--- src/rtl/dmem_access_ctrl_pkg.sv ---
// Shared data-bus types, access sizes and FSM states for the MEM-stage access controller.
// Address alignment helpers live here so the controller and any bus model agree on them.
package dmem_access_ctrl_pkg;

  typedef logic [63:0] u64;
  typedef logic [7:0]  strobe_t;

  typedef enum logic [1:0] {
    MSIZE1 = 2'd0,
    MSIZE2 = 2'd1,
    MSIZE4 = 2'd2,
    MSIZE8 = 2'd3
  } msize_t;

  typedef struct packed {
    logic    valid;
    u64      addr;
    msize_t  size;
    strobe_t strobe;
    u64      data;
  } dbus_req_t;

  typedef struct packed {
    logic data_ok;
    u64   data;
  } dbus_resp_t;

  typedef enum logic [1:0] {
    IDLE = 2'd0,
    BUSY = 2'd1,
    DONE = 2'd2
  } dmem_state_t;

  // Byte-offset bits that must be zero for a naturally aligned access of this size.
  function automatic logic [2:0] align_mask(input msize_t size);
    logic [2:0] m;
    case (size)
      MSIZE1:  m = 3'b000;
      MSIZE2:  m = 3'b001;
      MSIZE4:  m = 3'b011;
      default: m = 3'b111;
    endcase
    return m;
  endfunction

  function automatic u64 align_addr(input u64 addr, input msize_t size);
    return {addr[63:3], addr[2:0] & ~align_mask(size)};
  endfunction

  function automatic logic is_misaligned(input u64 addr, input msize_t size);
    return |(addr[2:0] & align_mask(size));
  endfunction

endpackage

--- src/rtl/dmem_access_ctrl_mem_lane_align.sv ---
// mem_lane_align: combinational byte-lane placement for stores and
// lane extraction plus sign/zero extension for loads on a 64-bit bus.
module mem_lane_align
  import dmem_access_ctrl_pkg::*;
(
  input  logic [2:0] st_off_i,
  input  msize_t     st_size_i,
  input  u64         st_wdata_i,
  output strobe_t    st_strobe_o,
  output u64         st_data_o,
  input  logic [2:0] ld_off_i,
  input  msize_t     ld_size_i,
  input  logic       ld_unsigned_i,
  input  u64         ld_rdata_i,
  output u64         ld_data_o
);

  strobe_t st_base;
  u64      st_masked;
  u64      ld_shifted;

  // Store data arrives right-justified; anything above the access width is dropped
  // so unused lanes go out as zero.
  always_comb begin
    st_base   = 8'h00;
    st_masked = '0;
    case (st_size_i)
      MSIZE1: begin
        st_base   = 8'h01;
        st_masked = {56'd0, st_wdata_i[7:0]};
      end
      MSIZE2: begin
        st_base   = 8'h03;
        st_masked = {48'd0, st_wdata_i[15:0]};
      end
      MSIZE4: begin
        st_base   = 8'h0F;
        st_masked = {32'd0, st_wdata_i[31:0]};
      end
      default: begin
        st_base   = 8'hFF;
        st_masked = st_wdata_i;
      end
    endcase
  end

  assign st_strobe_o = st_base << st_off_i;
  assign st_data_o   = st_masked << {st_off_i, 3'b000};

  assign ld_shifted  = ld_rdata_i >> {ld_off_i, 3'b000};

  always_comb begin
    ld_data_o = ld_shifted;
    case (ld_size_i)
      MSIZE1: ld_data_o = ld_unsigned_i ? {56'd0, ld_shifted[7:0]}
                                        : {{56{ld_shifted[7]}}, ld_shifted[7:0]};
      MSIZE2: ld_data_o = ld_unsigned_i ? {48'd0, ld_shifted[15:0]}
                                        : {{48{ld_shifted[15]}}, ld_shifted[15:0]};
      MSIZE4: ld_data_o = ld_unsigned_i ? {32'd0, ld_shifted[31:0]}
                                        : {{32{ld_shifted[31]}}, ld_shifted[31:0]};
      default: ld_data_o = ld_shifted;
    endcase
  end

endmodule

--- src/rtl/dmem_access_ctrl.sv ---
// dmem_access_ctrl: sequences one MEM-stage load/store at a time onto the data bus.
// Define DMEM_MISALIGN_EXC_EN to reject misaligned accesses (misalign pulse) instead of force-aligning them.
module dmem_access_ctrl
  import dmem_access_ctrl_pkg::*;
(
  input  logic       clk,
  input  logic       reset_n,
  input  logic       req_valid,
  input  logic       req_store,
  input  u64         req_addr,
  input  msize_t     req_msize,
  input  logic       req_unsigned,
  input  u64         req_wdata,
  input  logic       flush,
  output dbus_req_t  dreq,
  input  dbus_resp_t dresp,
  output logic       resp_valid,
  output u64         resp_rdata,
  output logic       stall,
  output logic       misalign
);

  dmem_state_t state_q, state_d;
  dbus_req_t   dreq_q, dreq_d;
  logic        store_q, store_d;
  logic        unsigned_q, unsigned_d;
  logic        flushed_q, flushed_d;
  u64          rdata_q, rdata_d;

  u64          issue_addr;
  strobe_t     lane_strobe;
  u64          lane_data;
  u64          ld_ext;
  logic        req_misal;

  assign issue_addr = align_addr(req_addr, req_msize);

  // Store path works on the incoming request; load path on the held bus request.
  mem_lane_align u_lane (
    .st_off_i      (issue_addr[2:0]),
    .st_size_i     (req_msize),
    .st_wdata_i    (req_wdata),
    .st_strobe_o   (lane_strobe),
    .st_data_o     (lane_data),
    .ld_off_i      (dreq_q.addr[2:0]),
    .ld_size_i     (dreq_q.size),
    .ld_unsigned_i (unsigned_q),
    .ld_rdata_i    (dresp.data),
    .ld_data_o     (ld_ext)
  );

`ifdef DMEM_MISALIGN_EXC_EN
  assign req_misal = is_misaligned(req_addr, req_msize);
`else
  assign req_misal = 1'b0;
`endif

  always_comb begin
    state_d    = state_q;
    dreq_d     = dreq_q;
    store_d    = store_q;
    unsigned_d = unsigned_q;
    flushed_d  = flushed_q;
    rdata_d    = rdata_q;
    case (state_q)
      IDLE: begin
        if (req_valid && !flush) begin
          store_d    = req_store;
          unsigned_d = req_unsigned;
          flushed_d  = 1'b0;
          rdata_d    = '0;
          if (req_misal) begin
            state_d = DONE;
          end else begin
            state_d       = BUSY;
            dreq_d.valid  = 1'b1;
            dreq_d.addr   = issue_addr;
            dreq_d.size   = req_msize;
            dreq_d.strobe = req_store ? lane_strobe : 8'h00;
            dreq_d.data   = req_store ? lane_data : '0;
          end
        end
      end
      BUSY: begin
        // A flush never aborts the bus op; it only marks the result for discard.
        if (flush) flushed_d = 1'b1;
        if (dresp.data_ok) begin
          dreq_d.valid = 1'b0;
          rdata_d      = store_q ? '0 : ld_ext;
          state_d      = (flushed_q || flush) ? IDLE : DONE;
        end
      end
      DONE:    state_d = IDLE;
      default: state_d = IDLE;
    endcase
  end

  always_ff @(posedge clk or negedge reset_n) begin
    if (!reset_n) begin
      state_q    <= IDLE;
      dreq_q     <= '0;
      store_q    <= 1'b0;
      unsigned_q <= 1'b0;
      flushed_q  <= 1'b0;
      rdata_q    <= '0;
    end else begin
      state_q    <= state_d;
      dreq_q     <= dreq_d;
      store_q    <= store_d;
      unsigned_q <= unsigned_d;
      flushed_q  <= flushed_d;
      rdata_q    <= rdata_d;
    end
  end

`ifdef DMEM_MISALIGN_EXC_EN
  logic misal_q;

  // Tracks the request seen while idle; DONE is only reached from IDLE via a misaligned accept.
  always_ff @(posedge clk or negedge reset_n) begin
    if (!reset_n) begin
      misal_q <= 1'b0;
    end else if (state_q == IDLE) begin
      misal_q <= req_misal;
    end
  end

  assign misalign = (state_q == DONE) && misal_q && !flush;
`else
  assign misalign = 1'b0;
`endif

  assign dreq       = dreq_q;
  assign resp_rdata = rdata_q;
  assign resp_valid = (state_q == DONE) && !flush;
  assign stall      = req_valid && !resp_valid && !misalign;

endmodule

--- config.mk ---
export PLATFORM = sky130hd
export DESIGN_NAME = dmem_access_ctrl
export DESIGN_NICKNAME = d
export VERILOG_FILES = /design/src/rtl/dmem_access_ctrl_pkg.sv /design/src/rtl/dmem_access_ctrl_mem_lane_align.sv /design/src/rtl/dmem_access_ctrl.sv
export SDC_FILE = /design/constraint.sdc
export NUM_CORES = 1
export LEC_CHECK = 0
export ABC_AREA = 1
export BUFFER_PORTS_ARGS = -buffer_cell sky130_fd_sc_hd__buf_4
export CORE_AREA = 4 4 158 160
export CTS_CLUSTER_SIZE = 30
export DETAILED_ROUTE_END_ITERATION = 16
export DIE_AREA = 0 0 162 164
export GPL_TIMING_DRIVEN = 0
export PLACE_DENSITY = 0.87
export SKIP_CTS_REPAIR_TIMING = 1
export SYNTH_ARGS = -nofsm -noshare
export SYNTH_HDL_FRONTEND = slang
export SYNTH_SLANG_ARGS = --single-unit
--- constraint.sdc ---
create_clock -name clk -period 1.7 [get_ports clk]
set_input_delay 0.34 -clock clk [delete_from_list [all_inputs] [get_ports clk]]
set_output_delay 0.34 -clock clk [all_outputs]
set_load 0.01 [all_outputs]
# Word-level counts from Yosys, hierarchy flattened
# Index checks and enable logic that the tools add are counted.
# Widths: inputs -> output; s select.
[totals]
output_inout_bits = 206
inputBits = 201
elab_cells = 61
register_bits = 208
[classes]
mux = 23
reduce_logical = 14
eq_ne = 9
n_bitwise = 2
shift = 3
[ops]
columns = ["operator", "count"]
rows = [
  ["$mux 64", 7],
  ["$pmux 64 s3", 2],
  ["$mux 139", 1],
  ["$pmux 64 s2", 1],
  ["$shl 64x6->64", 1],
  ["$shr 64x6->64", 1],
  ["$pmux 8 s3", 1],
  ["$pmux 3 s3", 1],
  ["$mux 8", 1],
  ["$shl 8x3->8", 1],
  ["$eq 2x1->1 const B", 3],
  ["$eq 2x2->1 const B", 3],
  ["$logic_not 2->1", 3],
  ["$mux 2", 3],
  ["$ne 2x2->1 const B", 3],
  ["$reduce_and 3->1", 2],
  ["$pmux 1 s2", 2],
  ["$pmux 2 s2", 1],
  ["$reduce_and 2->1", 2],
  ["$and 3x3->3", 1],
  ["$logic_and 1x1->1", 3],
  ["$mux 1", 3],
  ["$not 3->3", 1],
  ["$logic_not 1->1", 2],
  ["other kinds (2)", 2],
]

# Depth between registers and ports, before layout
# Gate-level depths: netlist (run 1).
[logic_depth]
depth_word = 8
ltp_mapped = 12

# Modules after synthesis
# From an unflattened synthesis (run 1), not the netlist that was laid out.
[unflattened]
cells_unflattened = 1988
hier_area_um2 = 12927.4
[by_module_without_submodules]
columns = ["mod", "area_each_um2", "seq_area_each_um2", "cells_per_inst", "n_inst"]
rows = [
  ["dmem_access_ctrl", 8660.8, 5205.0, 1050, 1],
  ["mem_lane_align", 4266.6, 0.0, 938, 1],
]

# Worst setup path before layout (run 1)
# Ideal clock, no wire load.
[synth_path]
path_kind = "reg2reg"
startpoint = "register dreq_q (netlist bit dreq[74])"
endpoint = "register rdata_q[33] (netlist: resp_rdata[33])"
path_slack_ns = 0.169
stages_incl_launch_ff = 13
t_required_ns = 1.580
t_arrival_ns = 1.411
path_cell_list = "dfrtp_1 -> buf_6 -> inv_4 -> buf_6 -> nand2_1 -> nand3_1 -> nand3_1 -> nand2_2 -> nand2_4 -> nand2_4 -> buf_6 -> o21ai_1 -> nand2_1"
[synth_via]
elab_chain_len = 6
[synth_rtl]
columns = ["element", "line", "rtl"]
rows = [
  ["start: declaration", "dmem_access_ctrl.sv:24", "dbus_req_t dreq_q, dreq_d;"],
  ["start signal: assignment", "dmem_access_ctrl.sv:108", "dreq_q <= dreq_d;"],
  ["$shr 64x6->64 (*)", "dmem_access_ctrl_mem_lane_align.sv:50", "assign ld_shifted = ld_rdata_i >> {ld_off_i, 3'b000};"],
  ["$mux 64 (on tied branches)", "dmem_access_ctrl_mem_lane_align.sv:59, dmem_access_ctrl_mem_lane_align.sv:55, dmem_access_ctrl_mem_lane_align.sv:57", ""],
  ["$pmux 64 s3 (*)", "dmem_access_ctrl_mem_lane_align.sv:54", "case (ld_size_i)"],
  ["$mux 64 (*)", "dmem_access_ctrl.sv:89", "rdata_d = store_q ? '0 : ld_ext;"],
  ["$mux 64 (*)", "dmem_access_ctrl.sv:87", "if (dresp.data_ok) begin"],
  ["$pmux 64 s2 (*)", "dmem_access_ctrl.sv:65", "case (state_q)"],
  ["end signal: assignment", "dmem_access_ctrl.sv:112", "rdata_q <= rdata_d;"],
  ["end: declaration", "dmem_access_ctrl.sv:28", "u64 rdata_q, rdata_d;"],
]
# Every way passes the cells marked *; elsewhere a longest branch is shown, timed or not. The select of a mux whose other input is x is not followed.
# A chain may end at the register's enable or synchronous reset.

# Final worst setup path (run 1)
[layout_path]
startpoint = "register dreq_q (netlist bit dreq[74])"
endpoint = "register rdata_q[51] (netlist: resp_rdata[51])"
# The elaborated chain is that of the path after synthesis.

==> results.json, run 1 <==
{
  "maxCapViolations": 0,
  "cts_buffer_depth": 3,
  "clk_root_buffer_cell": "clkbuf_16",
  "synth.avg_cell_area_um2": 7.29,
  "drv_slew": 0,
  "num_rows": 56,
  "die_w_um": 162,
  "dieArea_um2": 26600,
  "violations": "hold timing, setup timing",
  "fmax_ghz": 0.536,
  "max-vdd-ir-drop_mv": 0.816,
  "cp.arrival_ns": 2.24,
  "yosys_warnings": 0,
  "htree_levels": 1,
  "dr.first_iter.drc_count": 1468,
  "grt_pass1_vias": 12600,
  "firstDrtPassIters": 8,
  "p_leak_uw": 0.00882,
  "cp-startpoint": "dreq[74]",
  "setup_viol": 56,
  "worst_setup_path_start_kind": "register",
  "cts_sinks": 208,
  "area_delta_synth_final_pct": 48.8,
  "max_slew_margin": 0.555,
  "cts_tree": "built",
  "layout.nets": 2146,
  "clk_latency_ns": 0.52,
  "route.detailed.wl_per_inst_um": 22.4,
  "rsz0062_at_grt": "true",
  "start_util": 0.466,
  "die_y_um": 164,
  "status": "finished, violations left",
  "worst_slack_ns": -0.164,
  "post-place-ws_ns": -0.503,
  "grt_overflow": 0,
  "syn_area_um2": 10900,
  "hold_class": "in -> async",
  "grtUsageTotal": 0.361,
  "syn_inst": 1496,
  "critPathKind": "reg -> reg",
  "antenna_left": 0,
  "grt_pass1_wl_um": 73600,
  "cts.clk_slew.worst_paths_ns": 0.07,
  "port_buffers": 405,
  "worst-slew-pin-transition_ns": 0.667,
  "drc": 0,
  "vias_per_cell": 5.63,
  "syn_nets": 1697,
  "period_needed_ns": 1.86,
  "io_pins": 407,
  "worstReg2RegStart": "dreq[74]",
  "synth-seq-area-share": 0.477,
  "dpl_cell_area_um2": 14400,
  "finalCritPeriodShare": 1.10,
  "vias": 12800,
  "finalClockSkew_ns": 0.0212,
  "end_kind": "register",
  "power.density_nw_per_um2": 1200,
  "finalWeightedCongestion": 0.983,
  "holdWs_ns": -0.158,
  "core_um2": 23400,
  "antenna_found_initial": 3,
  "drt_wl_total_um": 51000,
  "dp_hpwl_um": 38700,
  "design_area_um2": 16200,
  "worstPathRequired_ns": 2.08,
  "cts_buffers": 23,
  "synth-seq-cells": 208,
  "ys_types": 37,
  "grt_max_degree": 126,
  "worstPathMaxFanout": 10,
  "drive_above_1_share": 0.361,
  "hold_viol_final": 83
}
## path summary, 6_finish.rpt
path                                       end  slack [ns]  depth (start not counted)
worst max register to register  resp_rdata[51]       -0.16                         11
worst max-delay path            resp_rdata[51]       -0.16                         11
min in group clk                      dreq[77]        0.03                          3
worst min register to register      state_q[1]        0.45                          1
worst min-delay path            resp_rdata[15]       -0.16                          1
max in group asynchronous             dreq[84]        0.79                          2
## state kept, by name, indices dropped and copies added (netlist names)
| signal | cells |
|---|---|
| dreq | 139 |
| flushed_q | 1 |
| resp_rdata | 64 |
| state_q | 2 |
| store_q | 1 |
| unsigned_q | 1 |
## kinds of logic (layout without fill, tap and decap cells)
kind of cell,after synthesis,in the layout,synth area share
buffers and inverters,153,614,0.0658
flip-flops,208,208,0.477
AO/OA/AOI/OAI,275,275,0.141
AND/OR/NAND/NOR,859,859,0.316
other,1,4,0.000344
## routing by layer
| layer | global-route usage | vias to the layer above | wire [µm] |
|---|---|---|---|
| li1 | - | 5752 | - |
| met1 | 0.413 | 6044 | 17400 |
| met2 | 0.625 | 848 | 24700 |
| met3 | 0.0939 | 195 | 5380 |
| met4 | 0.184 | 0 | 3490 |
| met5 | 0 | - | 0 |
## per-stage QoR
| step | total power, µW | hold WS (ns) | TNS [ns] | utilization | std cells |
|---|---|---|---|---|---|
| 6_report | 19500 | -0.158 | -4.48 | 0.694 | 2279 |
| 4_1_cts | 18300 | -0.156 | -27.62 | 0.647 | 2258 |
| 3_3_place_gp | 13100 | 0.414 | -269.89 | 0.613 | 2220 |
| 3_5_place_dp | 13200 | 0.388 | -31.51 | 0.615 | 2221 |
| 2_1_floorplan | 9740 | 0.0444 | 0 | - | 1496 |
| 5_1_grt | 20300 | -0.115 | -7.85 | 0.694 | 2278 |
## cells in the final DEF, fill, tap and decap left out, drive strengths merged
| cell type | count |
|---|---|
| diode | 3 |
| a21boi | 2 |
| o31ai | 19 |
| o21ai | 146 |
| nand3 | 99 |
| a22oi | 12 |
| dfrtp | 208 |
| nor2 | 60 |
| inv | 47 |
| or2 | 3 |
| nand4 | 2 |
| buf | 477 |
| bufinv | 2 |
| clkbuf | 85 |
| a22o | 1 |
| o21a | 2 |
| nor3 | 8 |
| conb | 1 |
| clkinv | 3 |
| nand2 | 687 |
| o211ai | 22 |
| a21oi | 71 |
## critical path, cell delays in order (launching register included)
cell	delay (ns)
dfrtp_1	0.40
buf_6	0.16
buf_6	0.15
nand2_1	0.08
nand3_2	0.09
nand3_2	0.07
nand2_2	0.09
nand2_4	0.13
nand2_8	0.12
clkbuf_16	0.19
o21ai_2	0.15
nand2_1	0.09
## power by group
group	switching (µW)	internal (µW)	total (µW)
Combinational	4580	3250	7830
Clock	2010	3020	5030
Sequential	656	5940	6590
## area by class of cell
class                      instances  area, µm²
fill                            1935       7160
multi-input combinational       1135       5600
sequential                       208       5210
timing repair buffer             424       3360
buffer                           106        739
clock buffer                      32        669
tap                              319        399
inverter                          47        186
clock inverter                     5       75.1
antenna                            3       7.51
## cells in the mapped netlist
| library cell | n | area share |
|---|---|---|
| o21ai_0 | 106 | 0.049 |
| o21ai_1 | 40 | 0.018 |
| inv_4 | 1 | 0.00057 |
| or2_1 | 1 | 0.00057 |
| clkbuf_2 | 3 | 0.0014 |
| nand4_1 | 1 | 0.00057 |
| clkinv_1 | 1 | 0.00034 |
| a22oi_1 | 12 | 0.0083 |
| buf_6 | 9 | 0.0093 |
| nor3_1 | 8 | 0.0037 |
| nor2_1 | 56 | 0.019 |
| nand3_1 | 97 | 0.044 |
| nand3_2 | 1 | 0.00092 |
| buf_1 | 12 | 0.0041 |
| nand2_4 | 2 | 0.0021 |
| inv_1 | 38 | 0.013 |
| conb_1 | 1 | 0.00034 |
| nand4_2 | 1 | 0.0011 |
| clkbuf_1 | 38 | 0.013 |
| a21oi_4 | 1 | 0.0015 |
| dfrtp_1 | 208 | 0.48 |
| a21oi_2 | 1 | 0.00080 |
| nor2_2 | 1 | 0.00057 |
| a21boi_1 | 2 | 0.0014 |
| nor2_4 | 3 | 0.0031 |
| nand2_1 | 680 | 0.23 |
| o31ai_1 | 19 | 0.013 |
| o211ai_1 | 22 | 0.015 |
| a21oi_1 | 69 | 0.032 |
| buf_4 | 6 | 0.0041 |
| or2_2 | 2 | 0.0011 |
| a22o_1 | 1 | 0.00080 |
| nand3_4 | 1 | 0.0016 |
| nand2_2 | 5 | 0.0029 |
| o21a_1 | 2 | 0.0014 |
| buf_2 | 38 | 0.017 |
| inv_2 | 7 | 0.0024 |
No activity file was read; power rests on OpenSTA's default activity.
==> inputs of run 2 (changes only) <==
--- a/config.mk
+++ b/config.mk
@@ -6,13 +6,15 @@
 export NUM_CORES = 1
 export LEC_CHECK = 0
 export ABC_AREA = 1
-export BUFFER_PORTS_ARGS = -buffer_cell sky130_fd_sc_hd__buf_4
-export CORE_AREA = 4 4 158 160
+export CELL_PAD_IN_SITES_DETAIL_PLACEMENT = 1
+export CELL_PAD_IN_SITES_GLOBAL_PLACEMENT = 1
+export CORE_MARGIN = 4
+export CORE_UTILIZATION = 45
 export CTS_CLUSTER_SIZE = 30
 export DETAILED_ROUTE_END_ITERATION = 16
-export DIE_AREA = 0 0 162 164
+export DONT_BUFFER_PORTS = 1
 export GPL_TIMING_DRIVEN = 0
-export PLACE_DENSITY = 0.87
+export PLACE_DENSITY = 0.84
 export SKIP_CTS_REPAIR_TIMING = 1
 export SYNTH_ARGS = -nofsm -noshare
 export SYNTH_HDL_FRONTEND = slang
==> run 2 against run 1 <==
- the run still ends with hold timing, setup timing left
- clock power up 18%
- routed wire length up 1.5%
- via count fell by 8.1%
- final cell count shrank 14%
- clock skew fell by 0.011 ns
==> results.json, run 2 (synthesis results as in run 1) <==
{
  "status": "finished, violations left",
  "violations": "hold timing, setup timing",
  "power.density_nw_per_um2": 1320,
  "setup_viol": 63,
  "drv_slew": 0,
  "dr.first_iter.drc_count": 983,
  "hold_viol_final": 209,
  "routed.top_layer": "met4",
  "rsz0062_at_grt": "true",
  "final_cell_mix": "nand2_1, dfrtp_1, o21ai_0",
  "cts_tree": "built",
  "grt_max_degree": 209,
  "reg2reg_slack_ns": -0.21,
  "clk_latency_ns": 0.54,
  "grtUsageTotal": 0.339,
  "worst-slew-pin-transition_ns": 0.741,
  "dpl_cell_area_um2": 11300,
  "io_pins": 407,
  "holdWs_ns": -0.504,
  "layout.nets": 1813,
  "multiInputGateArea_um2": 5450,
  "route.detailed.wl_per_inst_um": 26.5,
  "area_delta_synth_final_pct": 27.5,
  "vias": 11800,
  "drive_above_1_share": 0.179,
  "finalCritPeriodShare": 1.13,
  "wl_met1_um": 17500,
  "grt_pass1_vias": 11400,
  "cts_buffers": 24,
  "worstReg2RegStart": "dreq[74]",
  "clk_root_buffer_cell": "clkbuf_16",
  "start_util": 0.461,
  "die_w_um": 164,
  "largest_register_ff_count": 139,
  "worst_setup_path_start_kind": "register",
  "fin_total_pwr_uw": 18400,
  "grt_pass1_wl_um": 69600,
  "port_buffers": 0,
  "fillers": 2904,
  "antenna_left": 0,
  "p_leak_uw": 0.00710,
  "max_slew_margin": 0.506,
  "finalClockSkew_ns": 0.00994,
  "fmax_ghz": 0.523,
  "drt_wl_total_um": 51800,
  "core_um2": 23700,
  "routed-wl-met2_um": 25600,
  "die_y_um": 164,
  "cts_sinks": 208,
  "cp-startpoint": "dreq[74]",
  "worst_slack_ns": -0.213,
  "wl_met3_um": 5110,
  "vias_per_cell": 6.04,
  "period_needed_ns": 1.91,
  "dp_hpwl_um": 35400,
  "dieArea_um2": 26800,
  "r2r_cells": 9,
  "hold_class": "in -> async",
  "final_common_cell": "nand2_1",
  "register_area_um2": 5210,
  "post-place-ws_ns": -0.467,
  "maxCapViolations": 0,
  "drc": 0,
  "cts.clk_slew.worst_paths_ns": 0.06,
  "end_kind": "register",
  "antenna_found_initial": 4,
  "grt_overflow": 0,
  "reg2reg_to": "resp_rdata[26]",
  "design_area_um2": 13900,
  "cts_buffer_depth": 3,
  "worstPathRequired_ns": 2.13,
  "worstPathMaxFanout": 10,
  "critPathKind": "reg -> reg",
  "firstDrtPassIters": 5,
  "htree_levels": 1,
  "cp.arrival_ns": 2.34,
  "finalWeightedCongestion": 1.01,
  "max-vdd-ir-drop_mv": 0.721,
  "num_rows": 56
}
[run 2: layer usage]
metal,up-vias,GRT usage
met5,-,0
met4,0,0.159
met3,220,0.107
met2,711,0.578
met1,5791,0.388
li1,5075,-
[run 2: worst max-delay path, cell delays in order, from the launching register on]
cell      delay (ns)
dfrtp_2         0.47
buf_8           0.17
buf_6           0.16
buf_4           0.19
o211ai_1        0.29
nand3_1         0.17
nand3_1         0.10
nand3_1         0.08
nand2_1         0.10
nand2_1         0.07
[run 2: layout make-up]
class | count | area share
multi-input combinational | 1135 | 0.392
clock buffer | 31 | 0.0501
timing repair buffer | 90 | 0.0675
sequential | 208 | 0.375
antenna | 5 | 0.000900
clock inverter | 11 | 0.0154
tap | 319 | 0.0287
inverter | 47 | 0.0132
buffer | 106 | 0.0575
[run 2: how the worst max path moves through the flow]
| stage | endpoint | cells after the start |
|---|---|---|
| 6_report | resp_rdata[26] | 9 |
| 5_1_grt | resp_rdata[59] | 11 |
| 4_1_cts | resp_rdata[41] | 10 |
| 3_5_place_dp | resp_rdata[41] | 10 |
| 3_3_place_gp | resp_rdata[41] | 10 |
| 2_1_floorplan | resp_rdata[33] | 12 |
[run 2: power breakdown]
| group | internal [µW] | switching, µW |
|---|---|---|
| Sequential | 5940 | 1440 |
| Clock | 3670 | 2260 |
| Combinational | 1820 | 3290 |
[run 2: through the flow]
| stage | TNS (ns) | utilization | std cells |
|---|---|---|---|
| finish | -7.43 | 0.587 | 1952 |
| global route | -13.18 | 0.587 | 1952 |
| CTS | -29.51 | 0.516 | 1857 |
| detailed placement | -26.06 | 0.478 | 1815 |
| global placement | -19.75 | 0.478 | 1815 |
| floorplan | 0 | - | 1496 |
